## src/rtl/apb_multi_sampler.sv

```systemverilog
// apb_multi_sampler: periodically snapshots NUM_CH data channels and writes every
//   enabled channel as an APB write (SETUP + ACCESS) to BASE_ADDR + 4*channel.
// Latency: psel rises the cycle after a divider tick; each channel takes 2 cycles plus wait states.
// Backpressure: pready=0 stretches ACCESS; ticks arriving while busy are dropped and flagged on overrun.
// Ports: pclk/preset (sync, active-high); data_i/ch_en sampled at tick; APB master outputs
//   psel/penable/paddr/pwdata/pwrite, pready/prdata inputs (prdata unused); busy/overrun/timeout status.
// Optional: `define APB_SAMPLER_TIMEOUT_EN aborts an ACCESS after TIMEOUT wait cycles
//   and pulses timeout; otherwise ACCESS waits indefinitely and timeout stays 0.
module apb_multi_sampler #(
  parameter int          NUM_CH    = 4,
  parameter int          DATA_W    = 32,
  parameter int          DIV       = 16,
  parameter logic [7:0]  BASE_ADDR = 8'h00,
  parameter int          TIMEOUT   = 15
) (
  input  logic                     pclk,
  input  logic                     preset,
  input  logic [NUM_CH*DATA_W-1:0] data_i,
  input  logic [NUM_CH-1:0]        ch_en,
  output logic                     psel,
  output logic                     penable,
  output logic [7:0]               paddr,
  output logic [31:0]              pwdata,
  output logic                     pwrite,
  input  logic                     pready,
  input  logic [31:0]              prdata,
  output logic                     busy,
  output logic                     overrun,
  output logic                     timeout
);

  localparam int CH_W  = (NUM_CH > 1) ? $clog2(NUM_CH) : 1;
  localparam int DIV_W = $clog2(DIV);

  typedef enum logic [1:0] {IDLE, SETUP, ACCESS} state_t;

  state_t                          state, state_n;
  logic [DIV_W-1:0]                div_cnt;
  logic                            tick;
  logic [NUM_CH-1:0]               pending, pending_n;
  logic [NUM_CH-1:0][DATA_W-1:0]   snap, snap_n;
  logic [CH_W-1:0]                 cur_ch, lo_ch;
  logic                            load;       // a new channel enters SETUP next cycle
  logic                            done;       // current ACCESS finishes this cycle
  logic                            to_n;

  // Read data is never consumed by a write-only master.
  logic unused_prdata;
  assign unused_prdata = ^prdata;

  // Free-running sample divider, independent of the FSM.
  assign tick = (div_cnt == DIV_W'(DIV - 1));

  always_ff @(posedge pclk) begin
    if (preset || tick) div_cnt <= '0;
    else                div_cnt <= div_cnt + 1'b1;
  end

`ifdef APB_SAMPLER_TIMEOUT_EN
  logic [7:0] wait_cnt;

  // Cleared while outside ACCESS, so every ACCESS entry starts from zero.
  always_ff @(posedge pclk) begin
    if (preset || state != ACCESS) wait_cnt <= '0;
    else if (!pready)              wait_cnt <= wait_cnt + 1'b1;
  end
`else
  localparam int unused_timeout = TIMEOUT;
`endif

  always_comb begin
    state_n   = state;
    pending_n = pending;
    snap_n    = snap;
    load      = 1'b0;
    done      = 1'b0;
    to_n      = 1'b0;
    case (state)
      IDLE: begin
        if (tick && ch_en != '0) begin
          state_n   = SETUP;
          pending_n = ch_en;
          snap_n    = data_i;
          load      = 1'b1;
        end
      end
      SETUP: state_n = ACCESS;
      ACCESS: begin
        done = pready;
`ifdef APB_SAMPLER_TIMEOUT_EN
        // This is the TIMEOUT-th cycle spent waiting: give up on the channel.
        if (!pready && wait_cnt == 8'(TIMEOUT - 1)) begin
          done = 1'b1;
          to_n = 1'b1;
        end
`endif
        if (done) begin
          pending_n = pending & ~(NUM_CH'(1) << cur_ch);
          if (pending_n != '0) begin
            state_n = SETUP;
            load    = 1'b1;
          end else begin
            state_n = IDLE;
          end
        end
      end
      default: state_n = IDLE;
    endcase
  end

  // Lowest set bit of the mask the next SETUP will serve.
  always_comb begin
    lo_ch = '0;
    for (int k = NUM_CH - 1; k >= 0; k--) begin
      if (pending_n[k]) lo_ch = CH_W'(k);
    end
  end

  always_ff @(posedge pclk) begin
    if (preset) begin
      state   <= IDLE;
      pending <= '0;
      snap    <= '0;
      cur_ch  <= '0;
      psel    <= 1'b0;
      penable <= 1'b0;
      pwrite  <= 1'b0;
      paddr   <= '0;
      pwdata  <= '0;
      busy    <= 1'b0;
      overrun <= 1'b0;
      timeout <= 1'b0;
    end else begin
      state   <= state_n;
      pending <= pending_n;
      snap    <= snap_n;
      // Outputs are registered copies of the next state so psel lines up with SETUP.
      psel    <= (state_n != IDLE);
      penable <= (state_n == ACCESS);
      pwrite  <= (state_n != IDLE);
      busy    <= (state_n != IDLE);
      overrun <= tick && (state != IDLE);
      timeout <= to_n;
      // Address and data only move when a channel is launched; they hold through ACCESS and IDLE.
      if (load) begin
        cur_ch <= lo_ch;
        paddr  <= BASE_ADDR + (8'(lo_ch) << 2);
        pwdata <= 32'(snap_n[lo_ch]);
      end
    end
  end

endmodule
```

## config.mk

```make
export PLATFORM = sky130hd
export DESIGN_NAME = apb_multi_sampler
export DESIGN_NICKNAME = d
export VERILOG_FILES = /design/src/rtl/apb_multi_sampler.sv
export SDC_FILE = /design/constraint.sdc
export NUM_CORES = 1
export LEC_CHECK = 0
export CORE_MARGIN = 5
export CORE_UTILIZATION = 53
export DETAILED_ROUTE_END_ITERATION = 8
export GPL_ROUTABILITY_DRIVEN = 0
export HOLD_SLACK_MARGIN = 0.06
export PLACE_DENSITY = 0.86
export SETUP_SLACK_MARGIN = 0.4
export SLEW_MARGIN = 20
export SYNTH_ARGS = -nofsm -noshare
export SYNTH_HDL_FRONTEND = slang
export SYNTH_SLANG_ARGS = --single-unit
```

## constraint.sdc

```tcl
create_clock -name pclk -period 4.89 [get_ports pclk]
set_input_delay 0.978 -clock pclk [delete_from_list [all_inputs] [get_ports pclk]]
set_output_delay 0.978 -clock pclk [all_outputs]
set_load 0.02 [all_outputs]
```

== After elaboration in Yosys (flattened, before gate mapping) ==
Index checks and enable logic that the tools add are counted.
Storage, ports and cells
  flip-flop bits (word level): 175
  input bits: 167
  output and inout port bits: 46
Operators by class
  add/sub/neg operators: 1
  order comparisons: 1
  equal/unequal tests: 4
  shifts and indexed selects: 1
  muxes and demuxes: 19
  bitwise logic cells: 2
  reductions and logical operators: 8
Operators by type and width (count)
  $mux W128: 2
  $bmux W32 S2: 1
  $mux W32: 1
  $mux W2: 6
  $mux W4: 2
  $pmux W4 S2: 1
  $reduce_bool A4 Y1: 2
  $pmux W2 S3: 1
  $add A4 B1 Y4 const B: 1
  $and A4 B4 Y4: 1
  $eq A2 B2 Y1 const B: 2
  $eq A4 B4 Y1 const B: 1
  $mux W1: 4
  $not A4 Y4: 1
  $reduce_bool A2 Y1: 2
  $shl A1 B2 Y4 const A: 1
  $lt A2 B3 Y1 const B: 1
  $eq A2 B1 Y1 const B: 1
  $logic_and A1 B1 Y1: 2
  $logic_not A2 Y1: 1
  $pmux W1 S2: 1
  $logic_or A1 B1 Y1: 1

== Logic depth before layout (Yosys ltp) ==
  depth after elaboration: 11
  gate-level depth with buffers: 10

== Least setup slack after synthesis ==
Ideal clock, no wire load.
  path type: input to register
  start point: input ch_en[0]
  end point: register pwdata[25]
  arrival: 2.841 ns
  data required time: 4.745 ns
  setup slack: 1.904 ns
  stages: 8
  buffers on the path: 2
  cells stage by stage: or4_4 nand3_4 buf_8 mux2i_1 buf_2 a31oi_1 o2bb2ai_1 a211oi_2
Between the ends
  word-level cells in the longest chain between the ends: 10
RTL lines
  from (decl): line 19  | input logic [NUM_CH-1:0] ch_en,
  $reduce_bool A4 Y1: line 80  | if (tick && ch_en != '0) begin
  $logic_and A1 B1 Y1: line 80
  $mux W4: line 80
  $pmux W4 S2: line 78  | case (state)
  $mux W2 (4 in series): line 115  | if (pending_n[k]) lo_ch = CH_W'(k);
  $bmux W32 S2: line 148  | pwdata <= 32'(snap_n[lo_ch]);
  $mux W32 (not written as such): line 148
  to (signal assigned): line 148
  to (decl): line 23  | output logic [31:0] pwdata,
Several ways; a longest one is shown, not always the timed one. The select of a mux whose other input is x is not followed.
A chain may end at the register's enable or synchronous reset.

== Final worst setup path ==
  start point: input ch_en[0]
  end point: register pwdata[31]
The elaborated chain is that of the path after synthesis.

==> flow_summary.yaml <==
route:
  vias: 7482
  ant_nets: 0
  routedWlPerCell_um: 18.56
  via_per_inst: 5.995
  wirelength_um: 23160
  drcViolationCount: 0
  dr.first_iter.drc_count: 552
  dr.pass1.iters: 7
global_route:
  grt_antenna_before_repair: 1
  grt_pass1_vias: 6972
  grt_usage_pct: 25.06
  grt_pass1_wl_um: 36460
  grt_max_degree: 95
  grt_overflow: 0
timing:
  final.setup.worst_slack_ns: 1.299
  setup_viol: 0
  rsz0062_at_grt: "false"
  max_freq_ghz: 0.2784
  worst_pin_slew_ns: 1.079
  fin_skew_ns: 0.01086
  tns_ns: 0
  post-route-period-util_pct: 73.44
  hold_viol: 0
  period_needed_ns: 3.591
  slew_headroom_pct: 28.04
  drv_slew: 0
hold_path:
  holdCritStartpoint: "snap[73]"
  worstHoldEndpoint: "snap[73]"
  hold_depth: 2
  hold_path_class: "reg2reg"
synth:
  avgSynthCellArea_um2: 8.970
  netlist_area_mm2: 0.008208
  ys.warnings.count: 0
  synth_top_family_by_area: "compound AO/OA/AOI/OAI gates"
  post_synth_num_cell_types: 63
  synth_top_area_cell: "dfxtp_1"
  synth-compound-area-share_pct: 21.78
  synthCells: 915
  synthArstFlopShare_pct: 0
  yosysMostFrequentCell: "dfxtp_1"
  yosys_most_used_dff: "dfxtp_1"
  ys_seq_area_share_pct: 42.68
  synth_area_leaders: "dfxtp_1 (43%), mux2i_1 (9.3%), nor2_1 (5.3%), nand2_1 (4.5%), a21oi_1 (3.8%)"
  synth_edf_count: 0
  synthAdderAreaFrac_pct: 0.1524
  ys_ff_latch: 175
  synth.area.mux_share_pct: 10.55
  synth-xor-area-share_pct: 0.1067
  synth.top_cells.by_count: "dfxtp_1 (175), nor2_1 (115), nand2_1 (98), mux2i_1 (76), a21oi_1 (63)"
  synthSimpleGateAreaFrac_pct: 18.55
  synth_top_area_share_pct: 42.68
setup_path:
  rr_worst_depth: 8
  r2r_setup_slack_ns: 1.77
  worstPathMaxFanout: 25
  crit-reg2reg-launch: "div_cnt[0]"
  cp_slowest_cell: "o221a_1"
  cp-end-kind: "flip-flop"
  path_class: "in2reg"
  r2r_end: "pwdata[0]"
  crit_chain: "clkdlybuf4s50_1, or4_4, and3_4, nand2_1, o221a_1, o2bb2ai_1, a211oi_1"
  max_stage_delay_ns: 0.94
  cp-start-kind: "input port"
  arrival_ns: 3.86
  required_ns: 5.16
final_layout:
  final_util_pct: 69.42
  area_delta_synth_final_pct: 28.58
  drive_above_1_share_pct: 9.151
  nets: 1215
  diodes: 0
  nFillCells: 1189
cts:
  postCtsResizedCells: 0
  cts_sinks: 175
  path_clk_slew_ns: 0.06
  cts.path.max_buffers: 2
  cts_tree: "built"
  post-cts-setup-buffer-count: 0
  cts_hold_buf: 0
  root_buffer: "clkbuf_16"
  cts_buffers: 17
  htree_levels: 4
  clk_latency_ns: 0.44
die:
  row_count: 45
  start_util_pct: 53.99
  die-area_mm2: 0.01808
  die_h_um: 134.4
  ios: 213
  die_w_um: 134.4
  core_area_mm2: 0.01520
power_and_ir_drop:
  irDropWorstVdd_mv: 0.2357
  power_density_mw_per_mm2: 295.9
  p_total_w: 0.003123
  p_leak_nw: 4.183
outcome:
  status: "completed"
place:
  dp_slack_ns: 0.8408
  port_buffers: 173
  dp.final_hpwl_um: 15540
flow_run:
  maxCapViolations: 0
-- flip-flops by register name, indices dropped and copies added (netlist names) --
register,flops
pending,4
pwdata,32
cur_ch,2
div_cnt,4
busy,1
overrun,1
penable,1
state,2
snap,128
-- worst max-delay path, delay by kind of cell --
| family | cells | cell delay (ns) |
|---|---|---|
| and+or+nand+nor | 3 | 1.04 |
| AOI/OAI and AO/OA | 3 | 1.33 |
| buffers and inverters | 1 | 0.50 |
-- metal layers --
layer | vias to the layer above | part of all wire (%) | global-route usage (%)
li1 | 3565 | - | -
met1 | 3569 | 41 | 31.38
met2 | 304 | 49 | 41.23
met3 | 42 | 8.7 | 8.290
met4 | 2 | 1.9 | 7.466
met5 | - | 0.039 | 0
-- cell families (layout without fill, tap and decap cells) --
group | Yosys count | in the layout
compound gates | 228 | 228
xor+xnor | 1 | 1
other cells | 1 | 7
simple gates | 331 | 331
flops | 175 | 175
buf+inv | 93 | 232
fa+ha+maj | 1 | 1
mux | 85 | 85
-- power breakdown --
part / leakage (nW) / switching, W / internal (W)
combinational: 2.45 / 0.0000659 / 0.000102
clock: 0.321 / 0.000556 / 0.000970
sequential: 1.41 / 0.00000188 / 0.00143
-- how the worst max path moves through the flow --
stage / start / endpoint
finish: ch_en[0] / pwdata[31]
global route: ch_en[0] / pwdata[16]
CTS: ch_en[0] / pwdata[31]
detailed placement: ch_en[0] / pwdata[31]
global placement: ch_en[0] / pwdata[31]
floorplan: ch_en[0] / pwdata[25]
-- cell usage in the layout (no fill, tap or decap), types with 4 or more instances in the layout --
cell             synthesis  routed
a2111o_1                 7       7
a211o_1                  8       8
a211oi_1                13      13
a211oi_2                19      19
a21oi_1                 63      63
a221oi_1                16      16
a31oi_1                 17      17
a32oi_1                  8       8
and3_1                  16      16
buf_4                   19      22
bufinv_16                0       6
clkbuf_16                0      17
clkdlybuf4s50_1          0     172
conb_1                   1       7
dfxtp_1                175     175
inv_1                    5       5
mux2_2                   8       8
mux2i_1                 76      76
nand2_1                 98      98
nand3_1                 43      43
nor2_1                 115     115
nor2b_1                 10      10
nor3_1                  19      19
nor4_1                   7       7
o211ai_1                 7       7
o21ai_2                  3       4
o22a_1                  17      17
o2bb2ai_1               32      32
-- stage by stage --
step | std cells | cell area [um^2] | hold slack, ns
final | 1248 | 10550 | 0.4545
after global routing | 1248 | 10550 | 0.4670
after CTS | 1248 | 10550 | 0.4546
after detailed placement | 1216 | 9888 | 0.4459
after global placement | 1216 | 9888 | 0.4420
after floorplan | 921 | 8230 | 0.4360
-- layout make-up --
cell class / count / area (um^2) / area share [%]
clock buffer: 21 / 450.4 / 4.268
clock inverter: 11 / 211.5 / 2.004
inverter: 5 / 18.77 / 0.1778
multi-input combinational: 653 / 4228 / 40.06
sequential: 175 / 3503 / 33.19
tap: 188 / 235.2 / 2.229
timing repair buffer: 195 / 1907 / 18.07
No activity file was read; power rests on OpenSTA's default activity.
